<file path="src/rtl/servo_adc_scheduler_if.sv">
`default_nettype none
// ============================================================================
//  Module      : servo_adc_scheduler_if
//  Description : Handshake bundle between the servo ADC scheduler and the
//                external ADC interface block.
//                  adc_ch   - channel select to the analog mux
//                  adc_req  - conversion request, held until adc_ack
//                  adc_ack  - 1-cycle acknowledge, adc_data valid with it
//                  adc_data - conversion result
//                Modports: master = scheduler side, slave = ADC side.
//  Revision    : 1.0 - initial release
// ============================================================================
interface servo_adc_scheduler_if #(
    parameter int ADC_WIDTH = 12
);
    logic [1:0]           adc_ch;
    logic                 adc_req;
    logic                 adc_ack;
    logic [ADC_WIDTH-1:0] adc_data;

    modport master (
        output adc_ch,
        output adc_req,
        input  adc_ack,
        input  adc_data
    );

    modport slave (
        input  adc_ch,
        input  adc_req,
        output adc_ack,
        output adc_data
    );
endinterface
`default_nettype wire

</file>
<file path="src/rtl/servo_adc_scheduler.sv">
`default_nettype none
// ============================================================================
//  Module      : servo_adc_scheduler
//  Description : Sequences one shared current-sense ADC across 4 servo
//                channels. Each trigger starts one sweep over the channels
//                enabled in ch_en (ascending order). Per channel: select the
//                mux, wait SETTLE_CYCLES, request a conversion and wait for
//                the ack (or give up after TIMEOUT_CYCLES).
//  Ports       : clk, reset (async, active high)
//                trigger, ch_en[3:0], err_clr      - control inputs
//                adc (servo_adc_scheduler_if.master) - ADC handshake
//                i0..i3                             - latest result per channel
//                i_valid (sweep complete pulse), busy
//                overrun (sticky), timeout_err[3:0] (sticky per channel)
//  Options     : SERVO_ADC_SCHED_FILTER_EN - when defined, each result is the
//                2-tap average of the previous result and the new sample; the
//                first sample after reset on a channel is loaded directly.
//  Revision    : 1.0 - initial release
// ============================================================================
module servo_adc_scheduler #(
    parameter int ADC_WIDTH      = 12,
    parameter int SETTLE_CYCLES  = 8,
    parameter int TIMEOUT_CYCLES = 255
) (
    input  logic                        clk,
    input  logic                        reset,
    input  logic                        trigger,
    input  logic [3:0]                  ch_en,
    input  logic                        err_clr,
    servo_adc_scheduler_if.master       adc,
    output logic [ADC_WIDTH-1:0]        i0,
    output logic [ADC_WIDTH-1:0]        i1,
    output logic [ADC_WIDTH-1:0]        i2,
    output logic [ADC_WIDTH-1:0]        i3,
    output logic                        i_valid,
    output logic                        busy,
    output logic                        overrun,
    output logic [3:0]                  timeout_err
);

    // One counter serves both the settle and the ack-timeout phases.
    localparam int c_CNT_MAX = (SETTLE_CYCLES > TIMEOUT_CYCLES) ? SETTLE_CYCLES : TIMEOUT_CYCLES;
    localparam int c_CNT_W   = $clog2(c_CNT_MAX + 1);

    typedef enum logic [1:0] {
        S_IDLE   = 2'd0,
        S_SETTLE = 2'd1,
        S_REQ    = 2'd2,
        S_DONE   = 2'd3
    } state_t;

    state_t               r_state;
    logic [c_CNT_W-1:0]   r_cnt;
    logic [3:0]           r_en;
    logic [1:0]           r_adc_ch;
    logic                 r_adc_req;
    logic [ADC_WIDTH-1:0] r_res [4];

    logic [1:0]           w_first_ch;
    logic [1:0]           w_next_ch;
    logic                 w_has_next;
    logic [ADC_WIDTH-1:0] w_new_res;
    logic                 w_settle_end;
    logic                 w_timeout;

`ifdef SERVO_ADC_SCHED_FILTER_EN
    logic [3:0]           r_loaded;
`endif

    assign adc.adc_ch  = r_adc_ch;
    assign adc.adc_req = r_adc_req;

    assign i0 = r_res[0];
    assign i1 = r_res[1];
    assign i2 = r_res[2];
    assign i3 = r_res[3];

    assign w_settle_end = (r_cnt == c_CNT_W'(SETTLE_CYCLES - 1));
    assign w_timeout    = (r_cnt == c_CNT_W'(TIMEOUT_CYCLES - 1));

    // Lowest enabled channel of a new sweep, and next higher enabled channel
    // of the current sweep (descending scan so the lowest match wins).
    always_comb begin
        w_first_ch = 2'd0;
        w_next_ch  = 2'd0;
        w_has_next = 1'b0;
        for (int c = 3; c >= 0; c--) begin
            if (ch_en[c]) begin
                w_first_ch = 2'(c);
            end
            if (r_en[c] && (2'(c) > r_adc_ch)) begin
                w_next_ch  = 2'(c);
                w_has_next = 1'b1;
            end
        end
    end

    always_comb begin
`ifdef SERVO_ADC_SCHED_FILTER_EN
        // Sum in ADC_WIDTH+1 bits so the average cannot overflow.
        w_new_res = r_loaded[r_adc_ch]
                  ? ADC_WIDTH'(({1'b0, r_res[r_adc_ch]} + {1'b0, adc.adc_data}) >> 1)
                  : adc.adc_data;
`else
        w_new_res = adc.adc_data;
`endif
    end

    always_ff @(posedge clk or posedge reset) begin
        if (reset) begin
            r_state     <= S_IDLE;
            r_cnt       <= '0;
            r_en        <= 4'd0;
            r_adc_ch    <= 2'd0;
            r_adc_req   <= 1'b0;
            for (int c = 0; c < 4; c++) begin
                r_res[c] <= '0;
            end
            i_valid     <= 1'b0;
            busy        <= 1'b0;
            overrun     <= 1'b0;
            timeout_err <= 4'd0;
`ifdef SERVO_ADC_SCHED_FILTER_EN
            r_loaded    <= 4'd0;
`endif
        end else begin
            i_valid <= 1'b0;

            // Clear first so a set event in the same cycle takes priority.
            if (err_clr) begin
                overrun     <= 1'b0;
                timeout_err <= 4'd0;
            end
            if (trigger && (r_state != S_IDLE)) begin
                overrun <= 1'b1;
            end

            case (r_state)
                S_IDLE: begin
                    if (trigger) begin
                        if (|ch_en) begin
                            r_en     <= ch_en;
                            r_adc_ch <= w_first_ch;
                            r_cnt    <= '0;
                            busy     <= 1'b1;
                            r_state  <= S_SETTLE;
                        end else begin
                            r_state  <= S_DONE;
                        end
                    end
                end

                S_SETTLE: begin
                    if (w_settle_end) begin
                        r_cnt     <= '0;
                        r_adc_req <= 1'b1;
                        r_state   <= S_REQ;
                    end else begin
                        r_cnt <= r_cnt + 1'b1;
                    end
                end

                S_REQ: begin
                    // An ack on the expiring cycle is still a valid conversion.
                    if (adc.adc_ack || w_timeout) begin
                        if (adc.adc_ack) begin
                            r_res[r_adc_ch] <= w_new_res;
`ifdef SERVO_ADC_SCHED_FILTER_EN
                            r_loaded[r_adc_ch] <= 1'b1;
`endif
                        end else begin
                            timeout_err[r_adc_ch] <= 1'b1;
                        end
                        r_adc_req <= 1'b0;
                        r_cnt     <= '0;
                        if (w_has_next) begin
                            r_adc_ch <= w_next_ch;
                            r_state  <= S_SETTLE;
                        end else begin
                            r_state  <= S_DONE;
                        end
                    end else begin
                        r_cnt <= r_cnt + 1'b1;
                    end
                end

                S_DONE: begin
                    i_valid <= 1'b1;
                    busy    <= 1'b0;
                    r_state <= S_IDLE;
                end

                default: begin
                    r_state <= S_IDLE;
                end
            endcase
        end
    end

endmodule
`default_nettype wire

</file>
<file path="src/flat_wrapper.sv">
// flat-port wrapper written by rule: the top's interface ports become plain ports
module servo_adc_scheduler_flat 
#(
    parameter int ADC_WIDTH      = 12,
    parameter int SETTLE_CYCLES  = 8,
    parameter int TIMEOUT_CYCLES = 255
)
  (clk, reset, trigger, ch_en, err_clr, i0, i1, i2, i3, i_valid, busy, overrun, timeout_err, adc_adc_ch, adc_adc_req, adc_adc_ack, adc_adc_data);
  servo_adc_scheduler_if #(.ADC_WIDTH(ADC_WIDTH)) adc_i ();
  input  logic clk;
  input  logic reset;
  input  logic trigger;
  input  logic [3:0] ch_en;
  input  logic err_clr;
  output logic [ADC_WIDTH-1:0] i0;
  output logic [ADC_WIDTH-1:0] i1;
  output logic [ADC_WIDTH-1:0] i2;
  output logic [ADC_WIDTH-1:0] i3;
  output logic i_valid;
  output logic busy;
  output logic overrun;
  output logic [3:0] timeout_err;
  output wire logic [$bits(adc_i.adc_ch)-1:0] adc_adc_ch;
  output wire logic [$bits(adc_i.adc_req)-1:0] adc_adc_req;
  input wire logic [$bits(adc_i.adc_ack)-1:0] adc_adc_ack;
  input wire logic [$bits(adc_i.adc_data)-1:0] adc_adc_data;
  assign adc_adc_ch = adc_i.adc_ch;
  assign adc_adc_req = adc_i.adc_req;
  assign adc_i.adc_ack = adc_adc_ack;
  assign adc_i.adc_data = adc_adc_data;
  servo_adc_scheduler #(.ADC_WIDTH(ADC_WIDTH), .SETTLE_CYCLES(SETTLE_CYCLES), .TIMEOUT_CYCLES(TIMEOUT_CYCLES)) u_core (.clk(clk), .reset(reset), .trigger(trigger), .ch_en(ch_en), .err_clr(err_clr), .adc(adc_i), .i0(i0), .i1(i1), .i2(i2), .i3(i3), .i_valid(i_valid), .busy(busy), .overrun(overrun), .timeout_err(timeout_err));
endmodule
</file>
<file path="config.mk">
export PLATFORM = sky130hd
export DESIGN_NAME = servo_adc_scheduler_flat
export DESIGN_NICKNAME = d
export VERILOG_FILES = /design/src/rtl/servo_adc_scheduler_if.sv /design/src/rtl/servo_adc_scheduler.sv /design/src/flat_wrapper.sv
export SDC_FILE = /design/constraint.sdc
export NUM_CORES = 1
export LEC_CHECK = 0
export BUFFER_PORTS_ARGS = -buffer_cell sky130_fd_sc_hd__buf_2
export CAP_MARGIN = 20
export CORE_MARGIN = 2
export CORE_UTILIZATION = 48
export DETAILED_ROUTE_END_ITERATION = 8
export MAX_ROUTING_LAYER = met4
export PLACE_DENSITY = 0.76
export SLEW_MARGIN = 20
export SYNTH_ARGS = -nofsm -noshare
export SYNTH_HDL_FRONTEND = slang
export SYNTH_SLANG_ARGS = --single-unit
</file>
<file path="constraint.sdc">
create_clock -name clk -period 2 [get_ports clk]
set_input_delay 0.2 -clock clk [delete_from_list [all_inputs] [get_ports clk]]
set_output_delay 0.2 -clock clk [all_outputs]
set_load 0.01 [all_outputs]
</file>
; ---- Word level (Yosys, flattened, before mapping)
; Cells that the tools add are included.
[word_totals]
reg_bits = 72
output_inout_bits = 58
[classes]
addsub = 1
n_lt_le_gt_ge = 8
eq_ne = 10
mux = 46
bitwise = 2
n_reduce_logical = 23
[op_table]
columns = op, count
row1 = bitwise mux 48 bit, 1
row2 = 2-to-1 mux 2 bit, 17
row3 = 2-to-1 mux 8 bit, 4
row4 = demux 12 bit (select 2 bit), 1
row5 = case mux 8 bit (3 select lines), 1
row6 = AND reduction 3 bit, 6
row7 = 2-to-1 mux 4 bit, 4
row8 = 2-to-1 mux 1 bit, 12
row9 = 2-to-1 mux 12 bit, 1
row10 = nonzero test 2 bit, 5
row11 = "adder 8 x 1 -> 8 bit, second input constant", 1
row12 = "== test 8 x 3 -> 1 bit, second input constant", 1
row13 = "== test 8 bit, second input constant", 1
row14 = "!= test 2 x 1 -> 1 bit, second input constant", 4
row15 = case mux 2 bit (4 select lines), 1
row16 = logical AND 1 bit, 7
row17 = AND reduction 5 bit, 1
row18 = "== test 2 bit, second input constant", 2
row19 = "> comparator 1 x 2 -> 1 bit, first input constant", 2
row20 = "> comparator 2 bit, first input constant", 2
row21 = OR 4 bit, 1
row22 = case mux 1 bit (2 select lines), 2
row23 = case mux 2 bit (2 select lines), 1
row24 = OR reduction 4 bit, 1
row25 = other kinds (11), 11

; ---- Logic depth before layout (Yosys ltp)
; Gate-level depths: netlist of run 1.
[logic_depth]
ltp_word = 9
depth_mapped = 7
mapped_depth_nobuf = 7

; ---- Worst setup path after synthesis of run 1
; OpenSTA, ideal clock, no wires.
[synth_path]
path_kind = reg2reg
from = register u_core.r_state[0]
to = register u_core.r_cnt[4]
arrival_time_ns = 1.644
required_time_ns = 1.926
path_slack_ns = 0.282
stages_incl_launch_ff = 8
n_path_buf = 0
synth_period_minus_slack_ns = 1.718
cell_sequence = dfrtp_1 inv_1 ha_1 nor2b_1 a31oi_4 or3_1 a21o_2 o21ai_2
[synth_via]
elab_chain_cells = 3
elab_cells_between_ends = 8
cone_classes = 4 x eq/ne / 1 x mux / 3 x reduce/logical
[synth_rtl]
columns = item, line_no
row1 = from (decl), servo_adc_scheduler.sv:52  ; state_t r_state;
row2 = from (signal assigned), servo_adc_scheduler.sv:111  ; r_state <= S_IDLE;
row3 = from (signal assigned), servo_adc_scheduler.sv:146  ; r_state <= S_SETTLE;
row4 = from (signal assigned), servo_adc_scheduler.sv:148  ; r_state <= S_DONE;
row5 = == test 2 x 1 -> 1 bit (tied with other cells), servo_adc_scheduler.sv:138  ; case (r_state)
row6 = nonzero test 3 bit (no source line) (tied with other cells), --
row7 = AND reduction 3 bit (no source line), --
row8 = to (signal assigned), servo_adc_scheduler.sv:159  ; r_cnt <= r_cnt + 1'b1;
row9 = to (signal assigned), servo_adc_scheduler.sv:183  ; r_cnt <= r_cnt + 1'b1;
row10 = to (decl), servo_adc_scheduler.sv:53  ; logic [c_CNT_W-1:0] r_cnt;
; Several ways; a longest one is shown, not always the timed one.
; A chain may end at the register's enable or synchronous reset.

; ---- Worst setup path in the final report of run 1
[layout_path]
from = register u_core.r_cnt[0]
to = register u_core.r_cnt[6]
[layout_via]
elab_chain_cells = 4
elab_cells_between_ends = 7
cone_classes = 1 x add/sub / 2 x eq/ne / 3 x mux / 1 x reduce/logical
[layout_rtl]
columns = item, line_no
row1 = "parallel branches: the longest is 3 deep, another holds adder 8 x 1 -> 8 bit", --
row2 = case mux 8 bit (3 select lines) (*), servo_adc_scheduler.sv:138
; Every way passes the cells marked *.

==> key figures, run 1 <==
Floorplan
  – Die area: 7190 sq um
  – Core ar.: 6310 sq um
  – IO Pins: 79
  – Die width: 84.8 um
  – Die height: about 85 um
  – Starting density of the core: between 40% and 50%
  – Row count: 29

Yosys
  – Yosys warns: 0
  – Compound-Gate Fraction of Synth Area: 9.31%
  – Synth top area cells: dfrtp_1, mux2_2, ha_1
  – Synth Area in Simple Gates: 8.87%
  – Mux share of post-synthesis cell area: 19.7%
  – Adder-Cell Fraction of Synth Area: 2.80%
  – Ys async rst share: between 90% and 100%
  – Xor and xnor fraction of the mapped netlist area: 0%
  – Post-synthesis sequential area ratio: between 50% and 60%
  – Synth Cell Area: 3130 sq um
  – FF+latch count, synth: 71
  – Synth cell count leaders: dfrtp_1, mux2_2, nand2_1, inv_1, o21ai_0
  – Post-synth EDFFs: 0
  – Largest family of logic cells by synthesized area: multiplexers
  – Yosys top cell area share: 56.7%
  – Yosys top cell by area: dfrtp_1
  – Mapped Cells: 243
  – Count leader, synth: dfrtp_1
  – Post-synth net total: 271
  – Mean post-synth cell area: around 13 sq um
  – Count of cell types in the netlist: 42
  – Primary FF master, synth: dfrtp_1

Critical path
  – Crit path DAT: 2.10 ns
  – Maximum fanout along the worst path: 7
  – Worst EP required: between 2 and 2.5 ns
  – CP Class: reg2reg
  – CP Capture Type: flop
  – CP startpoint kind: flop

Placed design
  – Dpl cells: 396
  – Final GP Congestion: 0.809
  – Placement Setup Slack: around 0.053 ns
  – PortBufs: 78
  – Post-DP HPWL: approximately 4.4 mm

Timing
  – Clk_skew: 0.00949 ns
  – Final hold viol count: 0
  – Setup TNS: 0 ns
  – Relative slew slack: about three quarters
  – Fin worst setup slack: around 0.12 ns
  – Final Max Tran Viols: 0
  – Final period demand of the worst path: 1.88 ns
  – Tcrit/Tclk final: a little over nine tenths
  – Final setup vio count: 0
  – Tightest Pin Transition: 0.371 ns
  – Maximum clock frequency: 532 MHz
  – RSZ-0062 raised after global routing: yes

Detailed routing
  – Number of DRC markers in iteration 0: 81
  – Pre-Repair DR Iteration Count: 4
  – Vias: approximately 2.2k
  – Remaining routing DRC violations: 0
  – WL/cell: 15.4 um
  – Post-route ant nets: 0
  – Via-to-Cell Ratio: 5.38
  – Drt total wl: 6.36 mm

Clock network
  – Max clock buf depth: 2
  – Total CTS buffers: 9
  – Root Buffer: clkbuf_8
  – Clock Sinks: ~70
  – Worst-path clk slew: 0.07 ns
  – Worst skew pair latency: 0.34 ns
  – CTS tree: built
  – H-tree depth: 3

Cells and area
  – Share of layout cells above drive strength 1: between 40% and 50%
  – ANT cells: 0
  – Layout area overhead: 24.3%
  – Register Area: 1780 sq um
  – Non-Filler Instances: 414
  – Multi-input logic area: 1290 sq um
  – Nets: between 300 and 400
  – Fill count: 488

Pwr
  – Total Power: 5.90 mW
  – Lkg Pwr: 1.91 nW
  – Peak VDD IR: 0.00101 V
  – Power per cell area: 1520 nW/um^2

Hold path
  – Hold Path Class: in2reg

GRT
  – First-pass GRT wire length: 10.8 mm
  – Number of global-route vias before repair: 2212
  – GRT Util Overall: 19.5%
  – Remaining Overflow, GRT: 0
  – Largest net degree at the start of global routing: 72
  – Initial antenna violation count: 0

Run
  – Max-cap violations: 0

Outcome
  – Outcome: completed
[where the power goes]
part / leakage (nW) / switching [mW] / internal (mW) / total [mW]
registers: 0.905 / 0.342 / 1.98 / 2.32
logic: 0.894 / 1.19 / 1.12 / 2.31
clock network: 0.110 / 0.533 / 0.737 / 1.27
total: 1.91 / 2.07 / 3.83 / 5.90
[cell type report]
type                    instances  share of cell area (%)
repair buffers                 85                    11.8
well taps                      77                    2.48
multi-input cells             153                    33.2
inverters                      12                    1.16
clock buffers                  11                    3.63
flip-flops and latches         71                    45.7
clock inverters                 5                    2.09
[placed cells by master, fill, tap and decap left out, types with 2 or more instances in the layout]
cell type / Yosys / layout
buf_2: 4 / 78
clkbuf_8: 0 / 10
nand4_1: 4 / 4
nor2b_1: 3 / 3
o31ai_1: 2 / 2
o21ai_0: 11 / 10
ha_1: 7 / 6
bufinv_16: 0 / 2
nor4b_1: 2 / 2
nor3_1: 5 / 4
a21oi_1: 10 / 9
inv_1: 11 / 10
nand2_1: 12 / 12
a22o_1: 3 / 3
mux2_2: 50 / 50
mux2i_1: 4 / 4
o21ai_2: 2 / 2
nand3_1: 5 / 5
o2bb2ai_1: 2 / 2
dfrtp_1: 71 / 71
inv_2: 1 / 2
nor2_1: 10 / 10
buf_4: 1 / 5
[worst paths after layout]
check                                                      from                              end  slack [ns]  cells after the start
worst max-delay path                u_core.r_cnt[0]$_DFFE_PP0P_      u_core.r_cnt[6]$_DFFE_PP0P_        0.12                      6
worst min-delay path                                    err_clr  u_core.timeout_err[2]$_DFF_PP0_        0.06                      2
worst max register to register      u_core.r_cnt[0]$_DFFE_PP0P_      u_core.r_cnt[6]$_DFFE_PP0P_        0.12                      6
worst min register to register  u_core.timeout_err[3]$_DFF_PP0_  u_core.timeout_err[3]$_DFF_PP0_        0.49                      1
max in group asynchronous                                 reset      u_core.r_cnt[0]$_DFFE_PP0P_        1.21                      4
min in group asynchronous                                 reset         u_core.i1[3]$_DFFE_PP0P_        0.48                      4
[what timing repair did]
| item | 4_1_cts | 5_1_grt |
|---|---|---|
| buffers inserted | 0 | 1 |
| resized for setup | 0 | 5 |
| hold buffers | 1 | 0 |
| endpoints found under the setup margin | 0 | 20 |
| hold endpoints to repair | 71 | 0 |
[metrics by stage]
step	hold slack, ns	cell area [sq um]	util (%)
floorplan	0.304	3130	-
finish	0.0576	3890	61.6
global placement	0.306	3640	57.6
CTS	0.0483	3870	61.3
global route	0.0476	3890	61.6
detailed placement	0.310	3640	57.6
[flip-flops by register name, summed over array words and instances (netlist names)]
register	flops
u_core.i2	12
u_core.busy	1
u_core.i0	12
u_core.r_cnt	8
u_core.adc.adc_ch	2
u_core.adc.adc_req	1
u_core.i_valid	1
u_core.overrun	1
u_core.i1	12
u_core.r_state	2
u_core.r_en	3
u_core.i3	12
u_core.timeout_err	4
[worst max-delay path: stages, from the launching register on]
cell and delay [ns]:
dfrtp_1 0.43, ha_1 0.24, nor4b_1 0.27, nand3_1 0.18
a22oi_2 0.31, o21ai_0 0.15, a22o_1 0.19
[logic make-up after synthesis]
group / count (synthesis)
flip-flops: 71
AND/OR/NAND/NOR: 51
adder cells (fa/ha/maj): 7
multiplexers: 55
AO/OA/AOI/OAI: 40
buffers and inverters: 19
[layer usage]
metal  GRT usage (%)  wire length, um  part of all wire (%)  up-vias
met4            5.48               73                   1.1        0
met1            25.4             2940                    46     1100
met3            5.41              384                   6.0        9
met5               -                0                     0        -
met2            30.4             2960                    47       66
li1                -                -                     -     1051
No activity file was read; power rests on OpenSTA's default activity.
==> inputs of run 2 (changes only) <==
GPL_TIMING_DRIVEN = 0   (was default)
==> run 2 against run 1 <==
  * Sequential cell count unchanged
  * Maximum frequency is 1.3% higher
  * First-iteration DRC count shrank 12%
  * Final cell count up 0.48%
  * Worst hold slack better by 0.0066 ns
  * Register-to-register slack gained 0.02 ns
  * Via count decreased by 0.58%
==> key figures, run 2 (synthesized netlist as in run 1, its figures left out) <==
Timing
  – Fin worst setup slack: 0.145 ns (+0.0237 ns)
  – RSZ-0062 raised after global routing: no
  – Relative slew slack: 73.1% (-2.1 points)
  – Final setup vio count: 0 (unchanged)
  – Tcrit/Tclk final: 92.8% (-1.2 points)
  – Final Max Tran Viols: 0 (unchanged)
  – Clk_skew: 0.00775 ns (-0.00174 ns)
  – Final hold viol count: 0 (unchanged)
  – Final period demand of the worst path: 1.86 ns (-0.0237 ns)
  – Worst hold slack: 0.0642 ns (+0.00661 ns)
  – Tightest Pin Transition: 0.399 ns (+0.0281 ns)
  – Setup TNS: 0 ns (unchanged)
  – Maximum clock frequency: 539 MHz (+1.3%)

GRT
  – GRT Util Overall: 19.0% (-0.51 points)
  – Initial antenna violation count: 0 (unchanged)
  – Largest net degree at the start of global routing: 56 (-22%)
  – First-pass GRT wire length: 10.5 mm (-3.2%)
  – Number of global-route vias before repair: 2252 (+1.8%)
  – Remaining Overflow, GRT: 0 (unchanged)

Cells and area
  – Register Area: 1780 sq um (unchanged)
  – Cell area after layout: 3860 sq um (-0.84%)
  – Multi-input logic area: 1290 sq um (-0.19%)
  – Layout area overhead: 23.2%
  – Most common cell after layout, fill and taps aside: buf_2
  – Nets: 363 (+0.83%)
  – Util after Layout: 61.1% (-0.52 points)
  – ANT cells: 0 (unchanged)
  – Commonest non-fill, non-tap cells in the layout: buf_2, dfrtp_1, mux2_2
  – Fill count: 523 (+7.2%)
  – Share of layout cells above drive strength 1: 49.9% (about the same)

Floorplan
  – Die area: 7190 sq um (unchanged)
  – Core ar.: 6310 sq um (unchanged)
  – IO Pins: 79 (unchanged)
  – Die width: 84.8 um (unchanged)
  – Die height: 84.8 um (unchanged)
  – Starting density of the core: 49.6% (unchanged)
  – Row count: 29 (unchanged)

Clock network
  – Worst-path clk slew: 0.07 ns (about the same)
  – Clock Sinks: 71 (unchanged)
  – Worst skew pair latency: 0.33 ns (about the same)
  – Total CTS buffers: 9 (unchanged)
  – CTS tree: built
  – Max clock buf depth: 2 (unchanged)
  – H-tree depth: 3 (unchanged)
  – Root Buffer: clkbuf_8

Detailed routing
  – Via-to-Cell Ratio: 5.32 (-1.1%)
  – WL/cell: 14.8 um (-3.5%)
  – Pre-Repair DR Iteration Count: 4 (unchanged)
  – Drt total wl: 6.16 mm (-3.1%)
  – Number of DRC markers in iteration 0: 71 (-12%)
  – Remaining routing DRC violations: 0 (unchanged)
  – Post-route ant nets: 0 (unchanged)
  – Vias: 2213 (-0.58%)

Critical path
  – CP Capture Type: flop
  – Worst EP required: 2.21 ns (-0.02 ns)
  – CP startpoint kind: flop
  – CP Class: reg2reg
  – Maximum fanout along the worst path: 10 (+3)
  – Crit path DAT: 2.07 ns (-0.03 ns)

Placed design
  – Placement Setup Slack: -0.102 ns (-0.154 ns)
  – Post-DP HPWL: 4.56 mm (+2.7%)
  – Post-placement cell area: 3650 sq um (+0.28%)
  – PortBufs: 78 (unchanged)
  – Final GP Congestion: 0.857 (+5.8%)

Pwr
  – Lkg Pwr: 1.90 nW (-0.58%)
  – Power per cell area: 1440 nW/um^2 (-4.8%)
  – Peak VDD IR: 0.000767 V (-24%)

Run
  – Max-cap violations: 0 (unchanged)

Outcome
  – Outcome: completed

Hold path
  – Hold Path Class: in2reg
==> run 2: power breakdown <==
part           switching (mW)  leakage (nW)  internal, mW
Clock                   0.507        0.0809         0.438
Sequential              0.287         0.905          1.98
Combinational            1.23         0.911          1.12
==> run 2: final timing paths <==
check                                                start                              end  slack, ns  cells past startpoint
min reg2reg                u_core.timeout_err[3]$_DFF_PP0_  u_core.timeout_err[3]$_DFF_PP0_       0.50                      1
max                          u_core.r_state[0]$_DFFE_PP0P_         u_core.i2[2]$_DFFE_PP0P_       0.14                      6
min in group asynchronous                            reset         u_core.i2[7]$_DFFE_PP0P_       0.35                      3
max reg2reg                  u_core.r_state[0]$_DFFE_PP0P_         u_core.i2[2]$_DFFE_PP0P_       0.14                      6
min                                                err_clr  u_core.timeout_err[2]$_DFF_PP0_       0.06                      2
max in group asynchronous                            reset    u_core.r_state[1]$_DFFE_PP0P_       1.12                      4
==> run 2: routing by layer <==
metal  track usage [%]  share of wire (%)  up-vias
met2              30.9                 49       67
met3              3.54                5.6        7
met4              7.36                1.0        0
met5                 -                  0        -
met1              23.7                 45     1090
li1                  -                  -     1049
==> run 2: layout make-up <==
type | count | share of cell area (%)
Timing Repair Buffer | 81 | 11.3
Inverter | 12 | 1.23
Clock buffer | 9 | 3.21
Tap cell | 77 | 2.50
Clock inverter | 6 | 1.01
Sequential cell | 71 | 46.0
Multi-Input combinational cell | 153 | 33.4
Buffer | 7 | 1.30
==> run 2: critical path, stage by stage, from the launching register on <==
cell and delay, ns:
dfrtp_1 0.40, inv_1 0.13, ha_1 0.21, nand2_1 0.08, or3_1 0.41, buf_4 0.23, mux2_2 0.28
==> run 2: stage by stage <==
| step | power [mW] | std cells |
|---|---|---|
| global placement | 4.54 | 398 |
| detailed placement | 4.64 | 399 |
| finish | 5.57 | 416 |
| global route | 5.98 | 416 |
| floorplan | 3.80 | 243 |
| CTS | 5.60 | 415 |
==> run 2: repair_timing <==
item,CTS,global route
hold buffers,1,0
pin swaps,0,1
gates resized for setup,2,12
endpoints found under the setup margin,24,37
hold endpoints to repair,16,0
setup buffers,0,1
